[src/rtl/noc_pkg.sv]
// noc_pkg: flit format, flit/port/arbiter enums and flit decode helpers shared by the mesh NoC.
package noc_pkg;
    localparam int FLIT_W    = 17;
    localparam int NUM_NODES = 16;
    localparam int VALID_BIT = 16;
    localparam int TYPE_MSB  = 15;
    localparam int TYPE_LSB  = 14;
    localparam int PAYLOAD_W = 14;
    localparam int NODE_W    = 4;
    localparam int DEST_LSB  = 0;
    localparam int SRC_LSB   = 4;

    typedef enum logic [1:0] {
        BODY   = 2'b00,
        HEAD   = 2'b01,
        TAIL   = 2'b10,
        SINGLE = 2'b11
    } flit_type_e;

    typedef enum logic [2:0] {
        N = 3'd0,
        E = 3'd1,
        S = 3'd2,
        W = 3'd3,
        L = 3'd4
    } port_e;

    typedef enum logic [1:0] {
        IDLE,
        LOCKED,
        STALL
    } arb_state_e;

    function automatic flit_type_e flit_type(input logic [FLIT_W-1:0] f);
        return flit_type_e'(f[TYPE_MSB:TYPE_LSB]);
    endfunction

    // HEAD and SINGLE share type bit 0, so one bit separates packet starts from continuations
    function automatic logic is_start(input logic [FLIT_W-1:0] f);
        return f[VALID_BIT] && f[TYPE_LSB];
    endfunction

    function automatic logic is_cont(input logic [FLIT_W-1:0] f);
        return f[VALID_BIT] && !f[TYPE_LSB];
    endfunction
endpackage

[src/rtl/noc_rr_pick.sv]
// noc_rr_pick: combinational round-robin picker, first requester at or after ptr with wrap.
module noc_rr_pick #(
    parameter int NUM_IN = 5,
    localparam int PTR_W = $clog2(NUM_IN)
) (
    input  logic [NUM_IN-1:0] req,
    input  logic [PTR_W-1:0]  ptr,
    output logic [NUM_IN-1:0] gnt,
    output logic [PTR_W-1:0]  idx,
    output logic              found
);
    // Scanning from the farthest offset down lets the nearest requester win last.
    always_comb begin
        gnt = '0;
        idx = '0;
        for (int i = NUM_IN - 1; i >= 0; i--) begin
            if (req[(int'(ptr) + i) % NUM_IN]) begin
                idx = PTR_W'((int'(ptr) + i) % NUM_IN);
                gnt = NUM_IN'(1) << ((int'(ptr) + i) % NUM_IN);
            end
        end
    end
    assign found = |req;
endmodule

[src/rtl/noc_out_port_arbiter.sv]
// noc_out_port_arbiter: wormhole round-robin arbiter for one mesh router output port.
// Grants on HEAD/SINGLE, holds the owner until TAIL, and stalls while downstream is full.
module noc_out_port_arbiter
    import noc_pkg::*;
#(
    parameter int NUM_IN = 5
) (
    input  logic                     clk,
    input  logic                     rst,
    input  logic [NUM_IN*FLIT_W-1:0] in_flit_i,
    output logic [NUM_IN-1:0]        in_pop_o,
    input  logic                     out_full_i,
    output logic [FLIT_W-1:0]        out_flit_o,
    output logic [NUM_IN-1:0]        grant_o,
    output logic                     locked_o,
    output logic                     err_o
);
    localparam int PTR_W = $clog2(NUM_IN);

    arb_state_e        state;
    logic [PTR_W-1:0]  rr_ptr, owner, pick_idx;
    logic [NUM_IN-1:0] req, bad, pick_gnt;
    logic [FLIT_W-1:0] flit [NUM_IN];
    logic [FLIT_W-1:0] own_flit, sel_flit;
    logic              found;

    function automatic logic [PTR_W-1:0] next_ptr(input logic [PTR_W-1:0] p);
        return (p == PTR_W'(NUM_IN - 1)) ? '0 : p + 1'b1;
    endfunction

    always_comb begin
        for (int k = 0; k < NUM_IN; k++) begin
            flit[k] = in_flit_i[k*FLIT_W +: FLIT_W];
            req[k]  = is_start(flit[k]);
            bad[k]  = is_cont(flit[k]);
        end
    end

    noc_rr_pick #(.NUM_IN(NUM_IN)) u_pick (
        .req   (req),
        .ptr   (rr_ptr),
        .gnt   (pick_gnt),
        .idx   (pick_idx),
        .found (found)
    );

    assign own_flit = flit[owner];
    assign sel_flit = (state == IDLE) ? flit[pick_idx] : own_flit;
    // grant_o already holds the owner one-hot, so it doubles as the locked-mode pop strobe
    assign in_pop_o = (rst || out_full_i) ? '0 :
                      (state == IDLE && found) ? pick_gnt :
                      (state == LOCKED && is_cont(own_flit)) ? grant_o : '0;

    always_ff @(posedge clk) begin
        if (rst) begin
            state      <= IDLE;
            rr_ptr     <= '0;
            owner      <= '0;
            out_flit_o <= '0;
            grant_o    <= '0;
            locked_o   <= 1'b0;
            err_o      <= 1'b0;
        end else begin
            out_flit_o <= |in_pop_o ? sel_flit : '0;
            if (!out_full_i && state == IDLE && |bad)
                err_o <= 1'b1;
            if (!out_full_i && state == LOCKED && is_start(own_flit)) begin
                err_o <= 1'b1;
                state <= STALL;
            end
            if (|in_pop_o && state == IDLE && flit_type(sel_flit) == SINGLE)
                rr_ptr <= next_ptr(pick_idx);
            if (|in_pop_o && state == IDLE && flit_type(sel_flit) == HEAD) begin
                state    <= LOCKED;
                owner    <= pick_idx;
                grant_o  <= pick_gnt;
                locked_o <= 1'b1;
            end
            if (|in_pop_o && state == LOCKED && flit_type(sel_flit) == TAIL) begin
                state    <= IDLE;
                grant_o  <= '0;
                locked_o <= 1'b0;
                rr_ptr   <= next_ptr(owner);
            end
        end
    end
endmodule

[config.mk]
export PLATFORM = sky130hd
export DESIGN_NAME = noc_out_port_arbiter
export DESIGN_NICKNAME = d
export VERILOG_FILES = /design/src/rtl/noc_pkg.sv /design/src/rtl/noc_rr_pick.sv /design/src/rtl/noc_out_port_arbiter.sv
export SDC_FILE = /design/constraint.sdc
export NUM_CORES = 1
export LEC_CHECK = 0
export ABC_AREA = 1
export BUFFER_PORTS_ARGS = -buffer_cell sky130_fd_sc_hd__buf_2
export CAP_MARGIN = 20
export CORE_UTILIZATION = 40
export CTS_CLUSTER_SIZE = 12
export DETAILED_ROUTE_END_ITERATION = 8
export GPL_TIMING_DRIVEN = 0
export HOLD_SLACK_MARGIN = 0.06
export MAX_ROUTING_LAYER = met4
export SYNTH_ARGS = -nofsm -noshare
export SYNTH_HDL_FRONTEND = slang
export SYNTH_SLANG_ARGS = --single-unit
[constraint.sdc]
create_clock -name clk -period 5.1 [get_ports clk]
set_input_delay 1.02 -clock clk [delete_from_list [all_inputs] [get_ports clk]]
set_output_delay 1.02 -clock clk [all_outputs]
set_load 0.005 [all_outputs]
==> flow_summary_export.csv, run 1 <==
group,metric,value,unit
pwr,total_power,4.83,mW
run,cap_violations,0,
sta,fin_crit,4890,ps
critical_path,required,4080,ps
run_status,status,"finished, final reports clean",
placement,io_buffers,116,
routing,drt-initial-drc-count,603,
floorplanning,coreArea,12700,µm²
global_route,grt_overflow,0,
global_route,grt_pass1_vias,5934,
critical_path,endpoint_kind,"primary output",
sta,tightest_slew,801,ps
pwr,peakVddDrop,303,µV
pwr,power_density,751,nW/µm²
yosys,yosysWarnings,0,
yosys,yosysTopAreaCellShare,0.159,
cells_and_area,seq_area,649,µm²
cells_and_area,layout.cells.non_filler,1253,
critical_path,crit_arrival,3870,ps
global_route,antenna_found_initial,3,
yosys,synth_simple_gate_area_frac,0.452,
cells_and_area,multi_input_area,4080,µm²
clock_tree,clk_latency,280,ps
floorplanning,die_w,117,µm
critical_path,crit_slowest_cell,"dfxtp_4",
routing,wl_per_cell,15.5,µm
pwr,p_leak,3.36,nW
placement,dp_hpwl,15300,µm
yosys,synth_top_family_by_area,"simple AND/OR/NAND/NOR gates",
critical_path,cpMostUsedCell,"nand2_1",
global_route,grt_max_degree,14,
yosys,synth-seq-cells,32,
critical_path,path_class,"reg -> out",
routing,vias_per_cell,5.36,
cells_and_area,post-route-util,0.506,
yosys,synth-xor-area-share,0.00833,
cells_and_area,nets,1192,
yosys,synth_adder_area_share,0.0619,
min_path,hold_class,"reg -> reg",
sta,timing.hold.ws,463,ps
clock_tree,htreeDepth,2,
cells_and_area,drive_gt1_frac,0.238,
clock_tree,numCtsBuffers,5,
clock_tree,cts_root_buf,"clkbuf_16",
clock_tree,cts_max_path_buffers,2,
critical_path,slowest_delay,390,ps
routing,route.detailed.drc,0,
routing,first_pass_iters,5,
sta,min_period_over_period,0.958,
clock_tree,clock-sinks,32,
critical_path,cp-start-kind,"flip-flop",
yosys,syn-cell-area,5260,µm²
routing,drt-total-wl,19400,µm
floorplanning,ioPinCount,117,
yosys,synth_area_leaders,"nand2_1, dfxtp_1, o21ai_0",
sta,fin_setup_tns,0,ps
floorplanning,rows,41,
placement,dpl_cell_area,6060,µm²
yosys,synth_edf_count,0,
cells_and_area,fill_cells,1433,
routing,ant_nets,0,
yosys,avgSynthCellArea,5.58,µm²
floorplanning,die_area,13600,µm²
yosys,synth_nets,1055,
yosys,synthMuxAreaShare,0,
cells_and_area,finalInstanceArea,6440,µm²
cells_and_area,syn2layout_area_growth,22.5,%
yosys,synth-seq-area-share,0.122,
yosys,syn_inst,941,
yosys,async_flop_share,0,
yosys,synth_cell_types,47,
sta,max_slew_margin,0.459,
sta,setup_viol,0,
clock_tree,cts_tree,"built",
global_route,grt_first_pass_wirelength,29600,µm
placement,place_ws,-80.0,ps
routing,dr_total_vias,6717,
floorplanning,dieHeight,117,µm
yosys,ys.flop_type,"dfxtp_1",
placement,gp_congestion,0.995,
floorplanning,start_util,0.413,
sta,finalClockSkew,3.32,ps
sta,timing.final.ws_setup,215,ps
yosys,yosysTopAreaCell,"nand2_1",
sta,slew_viol_final,0,
sta,fmax,0.205,GHz
clock_tree,path_clk_slew,50,ps
sta,final_hold_viol_count,0,
yosys,synth-compound-area-share,0.236,
critical_path,worstPathMaxFanout,7,
placement,dp.cells,1230,
global_route,track_usage,0.290,
## power breakdown
group	switching (mW)	total [mW]	internal [mW]	leakage (nW)
logic	2.78	4.16	1.38	3.03
registers	0.0496	0.387	0.338	0.265
clock network	0.112	0.289	0.177	0.0657
total	2.94	4.83	1.89	3.36
## state kept, by name (all words and copies together) (netlist names)
name	cells
err_o	1
out_flit_o	17
state	2
owner	3
locked_o	1
rr_ptr	3
grant_o	5
## area by class of cell
cell class / instances / area share
Sequential cell: 32 / 0.101
Buffer: 34 / 0.0321
Tap cell: 172 / 0.0334
Antenna cell: 3 / 0.00117
Clock inverter: 2 / 0.00194
Clock buffer: 5 / 0.0194
Timing Repair Buffer: 129 / 0.106
Multi-Input combinational cell: 754 / 0.633
Inverter: 122 / 0.0725
## cell usage after synthesis (all sizes together) (14+ instances only)
master	n
a21oi	74
buf	17
clkbuf	17
dfxtp	32
ha	26
inv	121
nand2	264
nand3	115
nand4	15
nor2	83
o211ai	14
o21ai	128
## placed cells by master, fill, tap and decap left out, types with 3 or more instances in the layout
cell type / n
nand2_1: 219
buf_2: 125
inv_1: 105
o21ai_0: 101
nand3_1: 97
nor2_1: 76
a21oi_1: 72
nand2_2: 33
dfxtp_1: 29
o21ai_1: 23
ha_1: 22
nand3_2: 16
clkbuf_1: 16
nand4_1: 14
o211ai_1: 14
inv_2: 13
buf_4: 12
nand2_4: 11
nor3_1: 7
nor2_2: 5
clkbuf_16: 5
o21ai_2: 4
a31oi_1: 4
diode_2: 3
nand3b_1: 3
xnor2_1: 3
nand3_4: 3
or2_2: 3
o22ai_1: 3
buf_6: 3
ha_4: 3
## logic make-up after synthesis
logic type               after synthesis
AND/OR/NAND/NOR                      492
AO/OA/AOI/OAI                        230
buffers and inverters                156
flip-flops                            32
adder cells (fa/ha/maj)               26
XOR/XNOR                               5
## critical path, delay by kind of cell (launching register included)
family | cells | cell delay (ps)
AO/OA/AOI/OAI | 1 | 160
adder cells (fa/ha/maj) | 3 | 800
buffers and inverters | 7 | 670
flip-flops | 1 | 390
AND/OR/NAND/NOR | 16 | 1540
## routing by layer
metal  track usage  share of wire  vias up
met3        0.0327          0.063       30
li1              -              -     3401
met2         0.463           0.46      243
met4        0.0852          0.018        0
met5             -              0        -
met1         0.383           0.46     3043
## path summary, 6_finish.rpt
| path | startpoint | end | slack, ps | cells after the start |
|---|---|---|---|---|
| max reg2reg | rr_ptr[1] | out_flit_o[4] | 680 | 30 |
| min reg2reg | err_o | err_o | 460 | 2 |
| max | rr_ptr[1] | in_pop_o[0] | 210 | 27 |
| min | err_o | err_o | 460 | 2 |
## repair_timing
action / CTS / global route
endpoints found under the hold margin: 0 / 0
cloned: 0 / 1
pin swaps: 0 / 4
gates resized for setup: 10 / 28
hold buffers: 0 / 0
setup endpoints to repair: 5 / 5
setup buffers: 3 / 8
Note: power is estimated with default switching activity, not from simulation.
==> run 2: changes to the inputs <==
--- a/config.mk
+++ b/config.mk
@@ -5,7 +5,6 @@
 export SDC_FILE = /design/constraint.sdc
 export NUM_CORES = 1
 export LEC_CHECK = 0
-export ABC_AREA = 1
 export BUFFER_PORTS_ARGS = -buffer_cell sky130_fd_sc_hd__buf_2
 export CAP_MARGIN = 20
 export CORE_UTILIZATION = 40
==> flow_summary_export.csv, run 2 <==
group,metric,value,unit
critical_path,r2r-start,"rr_ptr[1]",
placement,dp.cells,992,
min_path,hold_class,"reg -> reg",
floorplanning,ioPinCount,117,
sta,fin_setup_tns,-134,ps
cells_and_area,post-route-util,0.553,
cells_and_area,reg_top3,"out_flit_o: 17 flops, grant_o: 5 flops",
yosys,avgSynthCellArea,7.78,µm²
sta,max_slew_margin,0.355,
routing,vias_per_cell,6.46,
routing,route.detailed.drc,0,
routing,drt-initial-drc-count,614,
yosys,syn-cell-area,5450,µm²
yosys,synth_nets,814,
placement,io_buffers,116,
clock_tree,clk_latency,290,ps
sta,slew_viol_final,0,
placement,dpl_cell_area,6250,µm²
yosys,synth_edf_count,0,
min_path,hp-start,"locked_o",
clock_tree,numCtsBuffers,5,
yosys,ys.flop_type,"dfxtp_1",
global_route,grt_first_pass_wirelength,36100,µm
sta,tightest_slew,960,ps
critical_path,slowest_delay,410,ps
sta,finalClockSkew,11.3,ps
yosys,synth_area_leaders,"dfxtp_1, mux2i_1, mux4_2",
global_route,grt_max_degree,12,
cells_and_area,finalInstanceArea,7330,µm²
yosys,async_flop_share,0,
cells_and_area,largest_reg_flops,17,
critical_path,cp-start-kind,"flip-flop",
routing,dr_total_vias,6724,
floorplanning,die_area,14100,µm²
yosys,synthTopCellsByCount,"a21oi_1, mux2i_1, nand2_1, a211oi_1, nor2_1",
global_route,grt_overflow,0,
run_status,violations,"negative setup slack",
yosys,yosysWarnings,0,
sta,rsz0062_at_grt,"yes",
clock_tree,cts_max_path_buffers,2,
clock_tree,path_clk_slew,60,ps
yosys,yosysTopAreaCell,"dfxtp_1",
clock_tree,cts_tree,"built",
sta,final_hold_viol_count,0,
floorplanning,coreArea,13200,µm²
pwr,power_density,567,nW/µm²
yosys,synth-seq-cells,32,
routing,drt-total-wl,23100,µm
floorplanning,dieHeight,119,µm
cells_and_area,layout_common_cells,"buf_2, a21oi_1, buf_4, nand2_1, mux2i_1",
clock_tree,cts_root_buf,"clkbuf_16",
global_route,track_usage,0.333,
routing,ant_nets,0,
placement,gp_congestion,0.976,
yosys,syn_inst,700,
sta,min_period_over_period,1.02,
critical_path,crit_slowest_cell,"a2111oi_4",
floorplanning,start_util,0.411,
run,cap_violations,0,
cells_and_area,layout_commonest_cell,"buf_2",
sta,timing.final.ws_setup,-81.3,ps
cells_and_area,nets,978,
clock_tree,htreeDepth,2,
critical_path,cpMostUsedCell,"ha_4",
critical_path,worstPathMaxFanout,6,
global_route,grt_pass1_vias,6450,
pwr,p_leak,3.06,nW
sta,timing.hold.ws,463,ps
critical_path,path_cells,"buf_8, clkinvlp_4, ha_4, buf_12, buf_6, and2b_2, inv_4, ha_4, nand2b_4, o21ai_4, a311oi_2, nor4_2, buf_4, a31oi_4, o211ai_1, a221oi_4, a2111oi_4, buf_2",
yosys,synth_cell_types,87,
cells_and_area,fill_cells,1312,
clock_tree,clock-sinks,32,
global_route,antenna_found_initial,0,
routing,first_pass_iters,5,
routing,wl_per_cell,22.2,µm
pwr,peakVddDrop,297,µV
sta,setup_viol,2,
placement,dp_hpwl,17700,µm
critical_path,crit_arrival,4160,ps
cells_and_area,num_antenna_cells,0,
critical_path,required,4080,ps
floorplanning,die_w,119,µm
cells_and_area,drive_gt1_frac,0.354,
critical_path,startpoint,"rr_ptr[1]",
yosys,synth-seq-area-share,0.118,
yosys,synth_most_common_cell,"a21oi_1",
critical_path,path_class,"reg -> out",
cells_and_area,syn2layout_area_growth,34.5,%
critical_path,endpoint_kind,"primary output",
sta,fin_crit,5180,ps
run_status,status,"complete, but fails checks",
yosys,yosysTopAreaCellShare,0.118,
floorplanning,rows,42,
sta,fmax,0.193,GHz
cells_and_area,regMostFlops,"out_flit_o",
cells_and_area,layout.cells.non_filler,1041,
## run 2: cell count changes in the layout (fill, tap and decap cells not counted), sizes merged, moves of 41 or more
cell and change:
o21ai -91, mux2i +41, nand2 -224, buf +43, nand3 -95, a211oi +41, inv -92, nor2 -48
## run 2: power by group
part	switching, mW	internal [mW]	total [mW]
combinational	2.00	1.42	3.43
sequential	0.0427	0.332	0.375
clock	0.127	0.230	0.356
total	2.17	1.98	4.16
## run 2: layout make-up
class,instances,area [µm²],area share
Clock inverter,3,42.5,0.00581
Buffer,51,343,0.0468
Multi-Input combinational cell,584,4880,0.666
Clock buffer,5,125,0.0171
Sequential cell,32,652,0.0890
Timing Repair Buffer,158,920,0.125
Tap cell,176,220,0.0300
Inverter,32,143,0.0195
## run 2: path summary, 6_finish.rpt
check        cells after the start       endpoint  slack, ps
max                             18    in_pop_o[4]        -80
min                              1       locked_o        460
max reg2reg                     22  out_flit_o[5]         20
min reg2reg                      1       locked_o        460
## run 2: logic make-up after synthesis
group	Yosys count	share of synthesized area
buf+inv	84	0.0703
simple gates	225	0.225
mux	59	0.148
flops	32	0.118
compound gates	268	0.366
xor+xnor	5	0.0115
fa+ha+maj	27	0.0616
## run 2: through the flow
stage          power, mW  setup WS [ps]
6_report            4.16          -81.3
5_1_grt             4.43           -165
4_1_cts             3.86           2.44
3_5_place_dp        3.16          -1540
3_3_place_gp        3.11          -1440
2_1_floorplan       2.36            101
## run 2: what timing repair did
action,in CTS,in global routing
hold buffers,0,0
gates resized for setup,79,59
endpoints found under the setup margin,35,33
buffers inserted,28,17
pin swaps,23,28
## run 2: routing by layer
layer / routed length [µm] / global-route usage
met5: 0 / -
met4: 854 / 0.119
met3: 1530 / 0.0468
met2: 10900 / 0.548
met1: 9860 / 0.416
## run 2: worst max-delay path, delay by kind of cell (launching register included)
family | cells | cell delay [ps]
DFF | 1 | 370
adders and majority gates | 2 | 600
buffers and inverters | 7 | 910
and+or+nand+nor | 3 | 610
AOI/OAI and AO/OA | 6 | 1390
